$ cat src/rtl/dice_pkg.sv
// Shared types and constants for the craps scoring controller.
package dice_pkg;

  typedef logic [3:0] sum_t;

  typedef enum logic [1:0] {
    COME_OUT,
    POINT,
    WIN,
    LOSE
  } state_t;

  localparam sum_t SUM_MIN    = 4'd2;
  localparam sum_t SUM_MAX    = 4'd12;
  localparam sum_t NATURAL_7  = 4'd7;
  localparam sum_t NATURAL_11 = 4'd11;
  localparam sum_t CRAPS_2    = 4'd2;
  localparam sum_t CRAPS_3    = 4'd3;
  localparam sum_t CRAPS_12   = 4'd12;
  localparam sum_t SEVEN_OUT  = 4'd7;

  function automatic logic sum_legal(input sum_t s);
    return (s >= SUM_MIN) && (s <= SUM_MAX);
  endfunction

endpackage

$ cat src/rtl/roll_edge_det.sv
// Registered falling-edge detector on the roll button level.
module roll_edge_det (
  input  logic clk,
  input  logic reset,
  input  logic roll,
  output logic rel
);

  logic roll_q;

  // NOTE: sequential state uses non-blocking assignments so every register samples pre-edge values.
  always_ff @(posedge clk) begin
    if (reset) roll_q <= 1'b0;
    else       roll_q <= roll;
  end

  assign rel = roll_q & ~roll;

endmodule

$ cat src/rtl/dice_game.sv
// Craps come-out/point state machine with registered win/lose/point/count outputs.
module dice_game
  import dice_pkg::*;
#(
  parameter int CNT_W = 8
) (
  input  logic             clk,
  input  logic             reset,
  input  logic             roll,
  input  logic [3:0]       sum,
  input  logic             new_game,
  output logic             win,
  output logic             lose,
  output logic [3:0]       point,
  output logic [3:0]       last_sum,
  output logic             roll_done,
  output logic             bad_sum,
  output logic [CNT_W-1:0] roll_count
);

  state_t state;
  state_t eval_next;
  logic   rel;
  logic   playing;

  roll_edge_det u_edge (
    .clk   (clk),
    .reset (reset),
    .roll  (roll),
    .rel   (rel)
  );

  assign playing = (state == COME_OUT) || (state == POINT);

  // Classifier: outcome of a legal roll from the current state.
  // NOTE: the default assignment up front keeps this block free of inferred latches.
  always_comb begin
    eval_next = state;
    case (state)
      COME_OUT: begin
        if (sum == NATURAL_7 || sum == NATURAL_11)
          eval_next = WIN;
        else if (sum == CRAPS_2 || sum == CRAPS_3 || sum == CRAPS_12)
          eval_next = LOSE;
        else
          eval_next = POINT;
      end
      POINT: begin
        if (sum == point)          eval_next = WIN;
        else if (sum == SEVEN_OUT) eval_next = LOSE;
      end
      default: eval_next = state;
    endcase
  end

  always_ff @(posedge clk) begin
    if (reset) begin
      state      <= COME_OUT;
      win        <= 1'b0;
      lose       <= 1'b0;
      point      <= '0;
      last_sum   <= '0;
      roll_done  <= 1'b0;
      bad_sum    <= 1'b0;
      roll_count <= '0;
    end else begin
      roll_done <= 1'b0;
      bad_sum   <= 1'b0;
      if (new_game) begin
        state      <= COME_OUT;
        win        <= 1'b0;
        lose       <= 1'b0;
        point      <= '0;
        last_sum   <= '0;
        roll_count <= '0;
      end else if (rel && playing) begin
        if (!sum_legal(sum)) begin
          bad_sum <= 1'b1;
        end else begin
          roll_done <= 1'b1;
          last_sum  <= sum;
          if (roll_count != '1) roll_count <= roll_count + 1'b1;
          state <= eval_next;
          win   <= (eval_next == WIN);
          lose  <= (eval_next == LOSE);
          if (state == COME_OUT && eval_next == POINT) point <= sum;
        end
      end
    end
  end

endmodule

$ cat config.mk
export PLATFORM = sky130hd
export DESIGN_NAME = dice_game
export DESIGN_NICKNAME = d
export VERILOG_FILES = /design/src/rtl/dice_pkg.sv /design/src/rtl/roll_edge_det.sv /design/src/rtl/dice_game.sv
export SDC_FILE = /design/constraint.sdc
export NUM_CORES = 1
export LEC_CHECK = 0
export ABC_AREA = 1
export CAP_MARGIN = 25
export CORE_MARGIN = 10
export CORE_UTILIZATION = 40
export DETAILED_ROUTE_END_ITERATION = 10
export GPL_ROUTABILITY_DRIVEN = 0
export GPL_TIMING_DRIVEN = 0
export HOLD_SLACK_MARGIN = 0.1
export PLACE_DENSITY = 0.69
export RECOVER_POWER = 25
export SLEW_MARGIN = 20
export SYNTH_ARGS = -nofsm -noshare
export SYNTH_HDL_FRONTEND = slang
export SYNTH_SLANG_ARGS = --single-unit
$ cat constraint.sdc
create_clock -name clk -period 1.35 [get_ports clk]
set_input_delay 0.27 -clock clk [delete_from_list [all_inputs] [get_ports clk]]
set_output_delay 0.27 -clock clk [all_outputs]
set_load 0.02 [all_outputs]
==> results.toml <==
[power_and_ir_drop]
power_frac_clock_pct = 28.0
power.internal_w = 0.000864
netSwitchingFraction_pct = 28.5
p_total_w = 0.00121
combPwrFrac_pct = 14.8
power_density_nw_per_um2 = 701
p_sw_w = 0.000344
leakage_nw = 0.768
p_seq_share_pct = 57.2
vdd_drop_max_mv = 0.417

[layout]
final_util_pct = 61.5
fin_nets = 213
n_antenna_cell = 0
drive_gt1_share_pct = 33.5
fin_cells = 234
syn_to_final_growth_pct = 45.5
mostFrequentLayoutCell = "nand2_1"
final_cell_mix = "nand2_1 (36), nor2_1 (22), dlygate4sd2_1 (14)"
design_area_um2 = 1720

[timing]
fmax_mhz = 752
worst_pin_slew_ns = 0.567
final-max-slew-violation-count = 0
clock_skew_ns = 0.00855
min_period_ns = 1.33
setup_viol = 0
final_hold_viol_count = 0
relSlewSlack_pct = 62.2
period_share_pct = 98.5
hold_ws_ns = 0.292
rsz0062_at_grt = "true"

[synthesis]
netlist_instances = 164
synth_warnings = 0
avgSynthCellArea_um2 = 7.22
syn-cell-area_um2 = 1180
seq_area_frac_synth_pct = 38.9
synth_nets = 173
ys_types = 24
ys_ff_latch = 23

[floorplan]
fp.dieW_um = 74.4
dieHeight_um = 74.4
start_util_pct = 42.2
die-area_um2 = 5540
rows = 19
core-area_um2 = 2810
ioPinCount = 28

[place]
io_buffer_count = 27
place_area_um2 = 1520
place_hpwl_mm = 2.19
placed_cells = 222

[worst_hold_path]
hold_end = "point[3]"
hold_class = "input pin to flip-flop"
whs_path_depth = 3
min_from = "sum[3]"

[outcome]
status = "finished clean"

[route]
wl_mm = 3.06
num_vias = 1155
routedWlPerCell_um = 13.1
drt_iter0_markers = 50
postRouteAntennaNets = 0
vias_per_cell = 4.94
drt_first_pass_iters = 4
drc_errors = 0

[clock_tree]
cts_buffers = 3
cts_buffer_depth = 2
htreeDepth = 1
ctsHoldBuffers = 0
cts_tree = "done"
root_buffer = "clkbuf_4"
worstSkewPairLatency_ns = 0.33
cts.clk_slew.worst_paths_ns = 0.14
clock_sinks = 23

[global_routing]
grt-ovfl-total = 0
grt_pass1_wl_mm = 4.69
first_global_vias = 1132
antenna_found_initial = 0
grt_use_total_pct = 10.7
grt_max_degree = 14

[setup_path]
crit_cells = 1
crit_path_cell_trace = "clkdlybuf4s15_2"
cp_slowest_cell = "dfxtp_2"
crit_type = "flip-flop to primary output"
cp_top_family = "flip-flops"
end_kind = "primary output"
cp.arrival_ns = 1.06
slowest_delay_ns = 0.44
cp_num_buf_inv = 1
required_ns = 1.08
critPathMaxFanout = 5
r2r_cells = 8
r2r_end = "roll_count[4]"
r2r_slack_ns = 0.02
start_kind = "flip-flop"
r2r_start = "roll_count[1]"

[run]
maxCapViolations = 0
[registers in the layout, summed over array words and instances, names as in the netlist]
name / count
point: 4
state: 2
bad_sum: 1
win: 1
roll_count: 8
lose: 1
roll_done: 1
u_edge.roll_q: 1
last_sum: 4
[per-layer routing]
layer  vias to the layer above  part of all wire (%)  track usage, %
met5                         -                     0               0
met4                         0                   1.7            5.88
met3                         5                   6.0            3.32
met2                        17                    53            20.3
met1                       535                    39            9.92
li1                        598                     -               -
[worst max path at each step]
stage	startpoint	end	slack [ns]
6_report	roll_count[6]	roll_count[6]	0.02
5_1_grt	roll_count[1]	roll_count[4]	-0.06
4_1_cts	point[2]	point[2]	0.004
3_5_place_dp	sum[3]	point[0]	-0.55
3_3_place_gp	sum[3]	point[3]	-0.54
2_1_floorplan	roll_count[5]	roll_count[7]	0.03
[synthesized netlist by cell type]
cell type / n / area (um^2)
o21ai_0: 8 / 40.0
nand3_1: 9 / 45.0
xor2_1: 4 / 35.0
nor3_1: 2 / 10.0
buf_6: 1 / 11.3
nor2_1: 26 / 97.6
inv_1: 14 / 52.6
a21oi_1: 14 / 70.1
a21oi_2: 1 / 8.76
nand2_1: 42 / 158
clkbuf_1: 2 / 7.51
nor2_8: 2 / 40.0
nand4_4: 1 / 21.3
inv_2: 2 / 7.51
clkinv_2: 1 / 5.00
o21ai_2: 1 / 8.76
inv_6: 1 / 8.76
nand3b_4: 1 / 20.0
nand4_1: 2 / 12.5
ha_1: 1 / 12.5
dfxtp_1: 23 / 460
nand2_2: 2 / 12.5
nand2_4: 2 / 22.5
xnor2_1: 2 / 17.5
[cell families (layout without fill, tap and decap cells)]
kind of cell / after synthesis / in the layout / synth area share, %
AO/OA/AOI/OAI: 24 / 24 / 10.8
XOR/XNOR: 6 / 6 / 4.44
adder cells (fa/ha/maj): 1 / 1 / 1.06
buffers and inverters: 21 / 59 / 7.81
flip-flops: 23 / 23 / 38.9
AND/OR/NAND/NOR: 89 / 90 / 37.1
[what timing repair did]
action | CTS | global route
setup buffers | 2 | 4
cloned | 0 | 2
setup endpoints to repair | 40 | 28
pin swaps | 3 | 8
resized for setup | 43 | 42
[tightest hold or removal path, cell delays in order]
cell      delay (ns)
clkbuf_2        0.16
nand2_2         0.11
a21oi_2         0.05
[stage by stage]
| stage | worst slack [ns] | setup TNS [ns] |
|---|---|---|
| final | 0.0199 | 0 |
| after global routing | -0.0606 | -0.341 |
| after CTS | 0.00418 | 0 |
| after detailed placement | -0.551 | -10.55 |
| after global placement | -0.541 | -10.09 |
| after floorplan | 0.0272 | 0 |
[area by class of cell]
type / count / area (um^2)
Clock buffer: 3 / 22.5
Clock inverter: 1 / 5.00
Multi-Input combinational cell: 121 / 761
Inverter: 18 / 82.6
Sequential cell: 23 / 482
Timing Repair Buffer: 34 / 309
Tap cell: 31 / 38.8
Fill cell: 268 / 1080
Buffer: 3 / 23.8
[power groups by stage]
| stage | sequential [W] | clock [W] | combinational (W) |
|---|---|---|---|
| after CTS | 0.000690 | 0.000343 | 0.000163 |
| after global placement | 0.000705 | 0 | 0.000164 |
| after global routing | 0.000692 | 0.000373 | 0.000200 |
| after detailed placement | 0.000705 | 0 | 0.000166 |
| final | 0.000691 | 0.000338 | 0.000179 |
| after floorplan | 0.000712 | 0 | 0.0000988 |
No activity file was read; power rests on OpenSTA's default activity.
